<file path="config.mk">
export PLATFORM = sky130hd
export DESIGN_NAME = id_stage_pipe
export DESIGN_NICKNAME = d
export VERILOG_FILES = /design/src/rtl/id_stage_pipe.sv
export SDC_FILE = /design/constraint.sdc
export NUM_CORES = 2
export LEC_CHECK = 0
export ABC_AREA = 1
export CORE_MARGIN = 3
export CORE_UTILIZATION = 35
export CTS_CLUSTER_DIAMETER = 40
export DETAILED_ROUTE_END_ITERATION = 7
export PLACE_DENSITY = 0.55
export SLEW_MARGIN = 0
export SYNTH_ARGS = -nofsm -noshare
export SYNTH_HDL_FRONTEND = slang
export SYNTH_SLANG_ARGS = --single-unit
export TNS_END_PERCENT = 1
</file>
<file path="constraint.sdc">
create_clock -name clk -period 5.2 [get_ports clk]
set_input_delay 1.04 -clock clk [delete_from_list [all_inputs] [get_ports clk]]
set_output_delay 1.04 -clock clk [all_outputs]
set_load 0.02 [all_outputs]
</file>
<file path="src/rtl/id_stage_pipe.sv">
// rtl/id_stage_pipe.sv - registered RV32I decode stage with register file, hazard detect and ID/EX handshake (option: RF_WB_BYPASS_EN)
module id_stage_pipe #(
    parameter int XLEN = 32,
    parameter int NREG = 32
) (
    input  logic            clk,
    input  logic            reset,
    input  logic            in_valid,
    output logic            in_ready,
    input  logic [31:0]     in_instr,
    input  logic [XLEN-1:0] in_pc,
    input  logic            flush,
    input  logic            wb_we,
    input  logic [4:0]      wb_rd,
    input  logic [XLEN-1:0] wb_data,
    output logic            out_valid,
    input  logic            out_ready,
    output logic [XLEN-1:0] out_pc,
    output logic [XLEN-1:0] out_rs1_data,
    output logic [XLEN-1:0] out_rs2_data,
    output logic [XLEN-1:0] out_imm,
    output logic [4:0]      out_rs1,
    output logic [4:0]      out_rs2,
    output logic [4:0]      out_rd,
    output logic            out_reg_write,
    output logic            out_mem_read,
    output logic            out_mem_write,
    output logic            out_branch,
    output logic            out_jump,
    output logic            out_alu_src_imm,
    output logic            out_wb_sel_mem,
    output logic [3:0]      out_alu_op,
    output logic            out_illegal
);
    localparam int          AW     = $clog2(NREG);
    localparam logic [5:0]  NREG_L = 6'(NREG);

    localparam logic [6:0] OPC_LUI    = 7'b0110111;
    localparam logic [6:0] OPC_AUIPC  = 7'b0010111;
    localparam logic [6:0] OPC_JAL    = 7'b1101111;
    localparam logic [6:0] OPC_JALR   = 7'b1100111;
    localparam logic [6:0] OPC_BRANCH = 7'b1100011;
    localparam logic [6:0] OPC_LOAD   = 7'b0000011;
    localparam logic [6:0] OPC_STORE  = 7'b0100011;
    localparam logic [6:0] OPC_OPIMM  = 7'b0010011;
    localparam logic [6:0] OPC_OP     = 7'b0110011;

    // control vector bit positions: {reg_write, mem_read, mem_write, branch, jump, alu_src_imm, wb_sel_mem}
    localparam int C_RW = 6, C_MR = 5, C_MW = 4, C_BR = 3, C_JP = 2, C_ASI = 1, C_WBM = 0;

    logic [XLEN-1:0] r_rf [NREG];

    logic            r_valid;
    logic [XLEN-1:0] r_pc, r_rs1_data, r_rs2_data, r_imm;
    logic [4:0]      r_rs1, r_rs2, r_rd;
    logic [6:0]      r_ctl;
    logic [3:0]      r_alu_op;
    logic            r_illegal;

    logic [6:0]      w_opcode;
    logic [2:0]      w_f3;
    logic [4:0]      w_rs1, w_rs2, w_rd;
    logic [6:0]      w_ctl_raw, w_ctl;
    logic [3:0]      w_alu_raw, w_alu;
    logic [31:0]     w_imm32;
    logic [XLEN-1:0] w_imm;
    logic            w_use1, w_use2, w_legal_op, w_bad_idx, w_illegal;
    logic            w_wb_ok, w_byp1, w_byp2;
    logic [XLEN-1:0] w_rs1_data, w_rs2_data;
    logic            w_advance, w_hazard;

    assign w_opcode = in_instr[6:0];
    assign w_f3     = in_instr[14:12];
    assign w_rs1    = in_instr[19:15];
    assign w_rs2    = in_instr[24:20];
    assign w_rd     = in_instr[11:7];

    // Opcode decode: controls, immediate format, ALU op and which source indices are read
    always_comb begin
        w_ctl_raw  = '0;
        w_alu_raw  = '0;
        w_imm32    = '0;
        w_use1     = 1'b0;
        w_use2     = 1'b0;
        w_legal_op = 1'b1;
        case (w_opcode)
            OPC_LUI, OPC_AUIPC: begin
                w_ctl_raw[C_RW] = 1'b1; w_ctl_raw[C_ASI] = 1'b1;
                w_imm32 = {in_instr[31:12], 12'b0};
            end
            OPC_JAL: begin
                w_ctl_raw[C_JP] = 1'b1; w_ctl_raw[C_RW] = 1'b1;
                w_imm32 = {{11{in_instr[31]}}, in_instr[31], in_instr[19:12], in_instr[20], in_instr[30:21], 1'b0};
            end
            OPC_JALR: begin
                w_ctl_raw[C_JP] = 1'b1; w_ctl_raw[C_RW] = 1'b1; w_ctl_raw[C_ASI] = 1'b1;
                w_imm32 = {{20{in_instr[31]}}, in_instr[31:20]};
                w_use1  = 1'b1;
            end
            OPC_BRANCH: begin
                w_ctl_raw[C_BR] = 1'b1;
                w_imm32 = {{19{in_instr[31]}}, in_instr[31], in_instr[7], in_instr[30:25], in_instr[11:8], 1'b0};
                w_use1  = 1'b1; w_use2 = 1'b1;
            end
            OPC_LOAD: begin
                w_ctl_raw[C_MR] = 1'b1; w_ctl_raw[C_RW] = 1'b1;
                w_ctl_raw[C_ASI] = 1'b1; w_ctl_raw[C_WBM] = 1'b1;
                w_imm32 = {{20{in_instr[31]}}, in_instr[31:20]};
                w_use1  = 1'b1;
            end
            OPC_STORE: begin
                w_ctl_raw[C_MW] = 1'b1; w_ctl_raw[C_ASI] = 1'b1;
                w_imm32 = {{20{in_instr[31]}}, in_instr[31:25], in_instr[11:7]};
                w_use1  = 1'b1; w_use2 = 1'b1;
            end
            OPC_OPIMM: begin
                w_ctl_raw[C_RW] = 1'b1; w_ctl_raw[C_ASI] = 1'b1;
                w_imm32   = {{20{in_instr[31]}}, in_instr[31:20]};
                w_alu_raw = {(w_f3 == 3'b101) & in_instr[30], w_f3};
                w_use1    = 1'b1;
            end
            OPC_OP: begin
                w_ctl_raw[C_RW] = 1'b1;
                w_alu_raw = {in_instr[30], w_f3};
                w_use1    = 1'b1; w_use2 = 1'b1;
            end
            default: w_legal_op = 1'b0;
        endcase
    end

    // RV32E rejects any index the instruction actually uses beyond the implemented file
    assign w_bad_idx = (w_use1 && ({1'b0, w_rs1} >= NREG_L)) ||
                       (w_use2 && ({1'b0, w_rs2} >= NREG_L)) ||
                       (w_ctl_raw[C_RW] && ({1'b0, w_rd} >= NREG_L));
    assign w_illegal = !w_legal_op || w_bad_idx;
    assign w_ctl     = w_illegal ? 7'b0 : w_ctl_raw;
    assign w_alu     = w_illegal ? 4'b0 : w_alu_raw;
    assign w_imm     = XLEN'($signed(w_imm32));

    assign w_wb_ok = wb_we && (wb_rd != 5'd0) && ({1'b0, wb_rd} < NREG_L);
`ifdef RF_WB_BYPASS_EN
    assign w_byp1 = w_wb_ok && (wb_rd == w_rs1);
    assign w_byp2 = w_wb_ok && (wb_rd == w_rs2);
`else
    assign w_byp1 = 1'b0;
    assign w_byp2 = 1'b0;
`endif

    // Asynchronous register reads; x0 and unimplemented indices read as zero
    always_comb begin
        w_rs1_data = '0;
        w_rs2_data = '0;
        if (w_byp1)
            w_rs1_data = wb_data;
        else if (w_rs1 != 5'd0 && {1'b0, w_rs1} < NREG_L)
            w_rs1_data = r_rf[w_rs1[AW-1:0]];
        if (w_byp2)
            w_rs2_data = wb_data;
        else if (w_rs2 != 5'd0 && {1'b0, w_rs2} < NREG_L)
            w_rs2_data = r_rf[w_rs2[AW-1:0]];
    end

    assign w_advance = !r_valid || out_ready;
    assign w_hazard  = r_valid && r_ctl[C_MR] && (r_rd != 5'd0) &&
                       ((w_use1 && (w_rs1 == r_rd)) || (w_use2 && (w_rs2 == r_rd)));
    assign in_ready  = w_advance && !w_hazard && !flush;

    // Register file write port; runs independently of flush and stalls
    always_ff @(posedge clk) begin
        if (reset) begin
            for (int i = 0; i < NREG; i++) r_rf[i] <= '0;
        end else if (w_wb_ok) begin
            r_rf[wb_rd[AW-1:0]] <= wb_data;
        end
    end

    // ID/EX payload register: flush, then load-use bubble, then load, else hold
    always_ff @(posedge clk) begin
        if (reset) begin
            r_valid <= 1'b0; r_pc <= '0; r_rs1_data <= '0; r_rs2_data <= '0; r_imm <= '0;
            r_rs1 <= '0; r_rs2 <= '0; r_rd <= '0; r_ctl <= '0; r_alu_op <= '0; r_illegal <= 1'b0;
        end else if (flush) begin
            r_valid <= 1'b0;
        end else if (w_advance) begin
            if (w_hazard || !in_valid) begin
                r_valid <= 1'b0;
            end else begin
                r_valid    <= 1'b1;
                r_pc       <= in_pc;
                r_rs1_data <= w_rs1_data;
                r_rs2_data <= w_rs2_data;
                r_imm      <= w_legal_op ? w_imm : '0;
                r_rs1      <= w_rs1;
                r_rs2      <= w_rs2;
                r_rd       <= w_rd;
                r_ctl      <= w_ctl;
                r_alu_op   <= w_alu;
                r_illegal  <= w_illegal;
            end
        end
    end

    assign out_valid       = r_valid;
    assign out_pc          = r_pc;
    assign out_rs1_data    = r_rs1_data;
    assign out_rs2_data    = r_rs2_data;
    assign out_imm         = r_imm;
    assign out_rs1         = r_rs1;
    assign out_rs2         = r_rs2;
    assign out_rd          = r_rd;
    assign out_reg_write   = r_ctl[C_RW];
    assign out_mem_read    = r_ctl[C_MR];
    assign out_mem_write   = r_ctl[C_MW];
    assign out_branch      = r_ctl[C_BR];
    assign out_jump        = r_ctl[C_JP];
    assign out_alu_src_imm = r_ctl[C_ASI];
    assign out_wb_sel_mem  = r_ctl[C_WBM];
    assign out_alu_op      = r_alu_op;
    assign out_illegal     = r_illegal;
endmodule

</file>
; ---- Word level (Yosys, flattened, before mapping)
; Memories as Yosys holds them, arrays and structs flattened.
; Cells that the tools add are included.
[totals]
register_bits = 156
elab_cells = 83
ram_bits = 1024
inputBits = 107
out_inout_bits = 157
n_memories = 1
[classes]
n_mux = 25
n_eq_ne = 12
bitwise = 3
n_reduce_logical = 31
[memory_table]
columns = memory, words, word_bits, read_ports, rd_ports_with_merged_regs, wr, line_no
row1 = r_rf, 32, 32, 2, 0, 32, 51  ; logic [XLEN-1:0] r_rf [NREG];
[op_table]
columns = op, count
row1 = $pmux 32 s5, 1
row2 = $mux 32, 4
row3 = $reduce_or 32->1, 1
row4 = $eq 7x6->1 const B, 3
row5 = $eq 7x7->1 const B, 3
row6 = $reduce_bool 5->1, 4
row7 = $mux 1, 16
row8 = $eq 7x5->1 const B, 2
row9 = $reduce_or 6->1, 2
row10 = $eq 5x5->1, 2
row11 = $reduce_or 9->1, 1
row12 = $logic_and 1x1->1, 8
row13 = $pmux 4 s2, 1
row14 = $eq 7x2->1 const B, 1
row15 = $mux 7, 1
row16 = $reduce_or 7->1, 1
row17 = $reduce_or 2->1, 3
row18 = $reduce_or 3->1, 2
row19 = $logic_not 1->1, 5
row20 = $mux 5, 1
row21 = $mux 4, 1
row22 = $eq 3x3->1 const B, 1
row23 = $logic_or 1x1->1, 3
row24 = $reduce_and 3->1, 1
row25 = 2 further kinds, 3

; ---- Logic depth before layout (Yosys ltp)
[depth]
ltp_word = 9
depth_mapped = 15
depth_no_buf = 12

; ---- Worst setup path before layout
; Ideal clock, no wire load.
[synth_timing]
kind = input port to output port
from = input port out_ready
to = output port in_ready
path_buffers = 1
slack_ns = 1.987
path_stages = 4
t_arrival_ns = 2.173
required_ns = 4.160
path_cell_list = nor2_1 nor2_1 clkbuf_1 a21boi_0
[synth_between]
elab_chain_cells = 3
[synth_lines]
columns = element, line_no
row1 = from (decl), 17  ; input logic out_ready,
row2 = $logic_or 1x1->1, 163  ; assign w_advance = !r_valid || out_ready;
row3 = $logic_and 1x1->1 (2 in series), 166  ; assign in_ready = w_advance && !w_hazard && !flush;
row4 = to (decl), 9  ; output logic in_ready,
; No other way between the ends.

; ---- Worst setup path in the final report
[layout_timing]
from = input port in_instr[2]
to = output port in_ready
[layout_between]
elab_chain_cells = 9
word_cells_on_any_way = 17
cone_classes = eq/ne: 6 / mux: 2 / reduce/logical: 9
[layout_lines]
columns = element, line_no
row1 = from (decl), 10  ; input logic [31:0] in_instr,
row2 = $eq 7x6->1 (tied with other cells), 86  ; case (w_opcode)
row3 = $reduce_or 6->1 (no line) / $reduce_or 3->1 (equally long branches), n/a
row4 = $mux 1, 86
row5 = $logic_and 1x1->1, 165  ; ((w_use1 && (w_rs1 == r_rd)) || (w_use2 && (w_rs2 == r_rd)));
row6 = $logic_or 1x1->1 *, 165
row7 = $logic_and 1x1->1 *, 164  ; assign w_hazard = r_valid && r_ctl[C_MR] && (r_rd != 5'd0) &&
row8 = $logic_not 1->1 *, 166
row9 = $logic_and 1x1->1 * (2 in series), 166
; Every way passes the cells marked *; elsewhere a longest branch is shown, timed or not.

==> impl_results.html <==
<table>
<tr><th>Metric</th><th>Value</th></tr>
<tr><th colspan="2">Power</th></tr>
<tr><td>Maximum VDD drop</td><td>0.000257 V</td></tr>
<tr><td>Clock power frac</td><td>0.478</td></tr>
<tr><td>Switching Share</td><td>0.280</td></tr>
<tr><td>Part of the total power dissipated in combinational logic</td><td>0.124</td></tr>
<tr><td>Design internal power</td><td>roughly 20 mW</td></tr>
<tr><td>Power per unit of standard cell area</td><td>between 300 and 400 nW/um^2</td></tr>
<tr><td>Cell leakage power</td><td>around 32 nW</td></tr>
<tr><td>Sequential fraction of design power</td><td>0.398</td></tr>
<tr><td>Reported net switching power</td><td>between 7 and 8 mW</td></tr>
<tr><th colspan="2">Setup path</th></tr>
<tr><td>Worst R2R Start</td><td>out_rd[3]</td></tr>
<tr><td>Critical path endpoint category</td><td>output pin</td></tr>
<tr><td>Launching instance or port of the critical path</td><td>in_instr[2]</td></tr>
<tr><td>Type of element launching the critical path</td><td>primary input</td></tr>
<tr><td>Buffering stage count on the worst path with inverters included</td><td>3</td></tr>
<tr><td>Crit path DAT</td><td>3.09 ns</td></tr>
<tr><td>List of cells traversed by the critical path</td><td>clkdlybuf4s50_1, nor2_1, nand2_1, inv_2, o21ai_1, a21oi_2, a21boi_0, clkdlybuf4s50_1</td></tr>
<tr><td>Delay of the slowest cell on the worst path</td><td>between 0.6 and 0.7 ns</td></tr>
<tr><td>Critical path start-end classification</td><td>in2out</td></tr>
<tr><td>Required time at the worst-slack endpoint</td><td>roughly 4.2 ns</td></tr>
<tr><td>Setup slack of the worst register-to-register path</td><td>around 2.5 ns</td></tr>
<tr><td>Cell type group with the largest total delay on the critical path</td><td>buffers and inverters</td></tr>
<tr><td>Maximum fanout encountered on the critical timing path</td><td>6</td></tr>
<tr><td>Dominant cell type by count on the critical path</td><td>clkdlybuf4s50_1</td></tr>
<tr><td>Standard cell with the maximum stage delay on the critical path</td><td>clkdlybuf4s50_1</td></tr>
<tr><th colspan="2">Run</th></tr>
<tr><td>Number of max-cap violations</td><td>0</td></tr>
<tr><th colspan="2">Cells and area</th></tr>
<tr><td>Post-route non-filler standard cell count</td><td>around 11k</td></tr>
<tr><td>Most common cell after layout, fill and taps aside</td><td>nand2_1</td></tr>
<tr><td>Fraction of layout instances using a drive strength above 1</td><td>0.0711</td></tr>
<tr><td>Area added between synthesis and finish</td><td>18.3%</td></tr>
<tr><td>Most used cells in the layout excluding fill and tap cells</td><td>nand2_1, nor2_1, nand3_1, edfxtp_1, inv_1</td></tr>
<tr><td>Post-layout net count</td><td>8390</td></tr>
<tr><td>Total of fill cells in the finished design</td><td>approximately 18k</td></tr>
<tr><th colspan="2">Placement</th></tr>
<tr><td>Input/output buffers</td><td>between 200 and 300</td></tr>
<tr><td>Detailed-placement wirelength estimate</td><td>roughly 150 mm</td></tr>
<tr><td>Post-placement cell count</td><td>between 10k and 15k</td></tr>
<tr><td>Final weighted congestion in routability-driven placement</td><td>0.897</td></tr>
<tr><th colspan="2">Yosys</th></tr>
<tr><td>Cell Area, Synth</td><td>around 64000 um^2</td></tr>
<tr><td>Register bit count reported by yosys</td><td>1179</td></tr>
<tr><td>Primary flip-flop cell chosen by synthesis mapping</td><td>edfxtp_1</td></tr>
<tr><td>Biggest area contributors in the synthesized netlist</td><td>edfxtp_1, nand2_1, nand3_1</td></tr>
<tr><td>Share of the synthesized area in the top cell type</td><td>0.483</td></tr>
<tr><td>Number of synthesized flops with an enable pin</td><td>roughly 1.0k</td></tr>
<tr><td>Count of different cell masters after synthesis</td><td>31</td></tr>
<tr><td>Post-synthesis average cell area</td><td>between 7 and 8 um^2</td></tr>
<tr><td>Post-synthesis async set-or-reset flop share</td><td>0</td></tr>
<tr><td>Sequential fraction of the synthesis area</td><td>0.532</td></tr>
<tr><td>Number of instances in the synthesized netlist</td><td>8298</td></tr>
<tr><td>Number of warnings reported in the yosys synthesis log</td><td>0</td></tr>
<tr><td>Cell taking the most area after synthesis</td><td>edfxtp_1</td></tr>
<tr><th colspan="2">Drt</th></tr>
<tr><td>Via count normalized by instance count</td><td>5.53</td></tr>
<tr><td>Total iterations of the first detailed-routing run</td><td>8</td></tr>
<tr><td>Number of nets with antenna violations after routing</td><td>0</td></tr>
<tr><td>Residual DRC count</td><td>0</td></tr>
<tr><td>Final wirelength</td><td>261 mm</td></tr>
<tr><td>Via count</td><td>between 50k and 60k</td></tr>
<tr><td>Drt wl/cell</td><td>24.1 um</td></tr>
<tr><td>DRC marker count from the first detailed-route iteration</td><td>between 7k and 8k</td></tr>
<tr><th colspan="2">Status</th></tr>
<tr><td>Result of the run</td><td>finished clean</td></tr>
<tr><th colspan="2">Floorplanning</th></tr>
<tr><td>Die Outline Area</td><td>about 190000 um^2</td></tr>
<tr><td>Effective utilization at floorplan</td><td>0.354</td></tr>
<tr><td>Number of rows in the core area</td><td>approximately 160</td></tr>
<tr><td>I/O pin cnt</td><td>264</td></tr>
<tr><td>Die H</td><td>approximately 430 um</td></tr>
<tr><td>Chip Width</td><td>432 um</td></tr>
<tr><td>Placeable core region</td><td>between 150000 and 200000 um^2</td></tr>
<tr><th colspan="2">GRT</th></tr>
<tr><td>Number of antenna violations at the first check in global routing</td><td>5</td></tr>
<tr><td>Pin count of the biggest net entering global routing</td><td>roughly 160</td></tr>
<tr><td>Wire length of the first global-routing pass</td><td>between 300 and 400 mm</td></tr>
<tr><td>Overall fraction of global-route tracks in use</td><td>0.272</td></tr>
<tr><td>Remaining Overflow, GRT</td><td>0</td></tr>
<tr><td>Vias in the first global route</td><td>56.9k</td></tr>
<tr><th colspan="2">Hold path</th></tr>
<tr><td>Hold Crit Class</td><td>reg2reg</td></tr>
<tr><td>Hold path startpoint</td><td>out_imm[21]</td></tr>
<tr><th colspan="2">Clock tree</th></tr>
<tr><td>Total setup buffers inserted after CTS</td><td>0</td></tr>
<tr><td>Number of buffers created by CTS</td><td>between 150 and 200</td></tr>
<tr><td>Number of clock sinks seen by CTS</td><td>around 1.2k</td></tr>
<tr><td>Buffers from clock root to sink, at most</td><td>3</td></tr>
<tr><td>Total of hold buffers inserted after clock tree synthesis</td><td>0</td></tr>
<tr><td>Clock edge transition at the registers on the reported setup and hold paths</td><td>0.05 ns</td></tr>
<tr><td>Buffer cell driving the clock tree root</td><td>clkbuf_16</td></tr>
<tr><td>Clock tree from TritonCTS</td><td>yes</td></tr>
<tr><td>Total of cells resized after clock tree synthesis</td><td>0</td></tr>
<tr><td>Clock latency at the later pin of the worst-skew pair</td><td>about 0.86 ns</td></tr>
<tr><td>H-tree depth</td><td>4</td></tr>
<tr><th colspan="2">STA</th></tr>
<tr><td>Maximum achievable frequency</td><td>roughly 240 MHz</td></tr>
<tr><td>Summed negative setup slack over all endpoints</td><td>0 ns</td></tr>
<tr><td>Max-Slew Margin vs Limit</td><td>0.180</td></tr>
<tr><td>Transition time of the tightest slew-check pin</td><td>between 1 and 1.5 ns</td></tr>
<tr><td>Final critical-path share of the clock period</td><td>0.794</td></tr>
<tr><td>Final critical path time including I/O delays and setup</td><td>slightly above 4 ns</td></tr>
<tr><td>Final Hold Vio Count</td><td>0</td></tr>
<tr><td>Unrepaired setup endpoints after global routing</td><td>false</td></tr>
<tr><td>Setup clock skew after layout</td><td>around 0.027 ns</td></tr>
<tr><td>Setup-violating endpoint count in the final report</td><td>0</td></tr>
<tr><td>Final Max Tran Viols</td><td>0</td></tr>
</table>
==> worst reg2reg max path, delay by kind of cell, from the launching register on <==
kind / cells / cell delay, ns
and+or+nand+nor: 7 / 1.44
buffers and inverters: 2 / 0.52
DFF: 1 / 0.57
AOI/OAI and AO/OA: 1 / 0.07
==> flip-flops by register name (all words and copies together), names as in the netlist, 4 cells and up <==
name	flops
r_ctl	6
out_imm	32
out_rs2_data	32
out_pc	32
out_rd	5
r_rf	1024
out_rs1_data	32
out_alu_op	4
out_rs1	5
out_rs2	5
==> final timing paths <==
path	endpoint	cells after the start
setup / recovery	in_ready	8
setup reg to reg	out_rs1_data[9]	10
hold reg to reg	out_imm[21]	4
hold / removal	out_imm[21]	4
==> kinds of logic (layout without fill, tap and decap cells) <==
group / after synthesis / in the layout / synth area share
xor gates and xnor gates: 6 / 6 / 0.000826
other: 1 / 33 / 0.0000589
AOI/OAI and AO/OA: 303 / 303 / 0.0329
and+or+nand+nor: 5758 / 5758 / 0.367
buffers and inverters: 1051 / 1174 / 0.0676
DFF: 1179 / 1179 / 0.532
==> routing by layer <==
layer  wire (um)  part of all wire  GRT usage  up-vias
met2      116000              0.44      0.421     3636
met5          21          0.000081          0        -
met4       17100             0.066      0.168        4
met3       26300              0.10     0.0485      695
met1      102000              0.39      0.355    28400
li1            -                 -          -    27000
==> power groups by stage <==
stage,Clock (mW),Combinational [mW],Sequential (mW)
2_1_floorplan,0,1.91,11.3
3_3_place_gp,0,3.38,11.3
3_5_place_dp,0,3.40,11.3
4_1_cts,13.5,3.42,11.1
5_1_grt,13.9,3.73,11.2
6_report,13.4,3.46,11.1
==> Yosys cell counts (21+ instances only) <==
| cell type | number |
|---|---|
| buf_1 | 91 |
| buf_2 | 200 |
| clkbuf_1 | 389 |
| dfxtp_1 | 155 |
| edfxtp_1 | 1024 |
| inv_1 | 342 |
| nand2_1 | 2807 |
| nand3_1 | 1297 |
| nand4_1 | 21 |
| nor2_1 | 1611 |
| o211ai_1 | 224 |
| o21ai_0 | 59 |
==> metrics by stage <==
stage | cell area, um^2 | util | worst slack [ns] | power (mW) | hold WS, ns
6_report | 75300 | 0.419 | 1.07 | 28.0 | 0.506
5_1_grt | 75300 | 0.419 | 0.912 | 28.8 | 0.520
4_1_cts | 75300 | 0.419 | 1.07 | 28.0 | 0.503
3_5_place_dp | 68500 | 0.382 | 1.04 | 14.7 | 0.495
3_3_place_gp | 68500 | 0.382 | 1.04 | 14.7 | 0.496
2_1_floorplan | 63800 | - | 1.99 | 13.2 | 0.583
==> area by class of cell <==
type	instances	area, um^2	area share
Clock inverter	142	1670	0.0221
Antenna cell	1	2.50	0.0000332
Inverter	354	1380	0.0183
Multi-Input combinational cell	6099	25700	0.341
Clock buffer	222	5080	0.0675
Tap cell	2355	2950	0.0391
Timing Repair Buffer	456	4660	0.0619
Sequential cell	1179	33900	0.450
No activity file was read; power rests on OpenSTA's default activity.
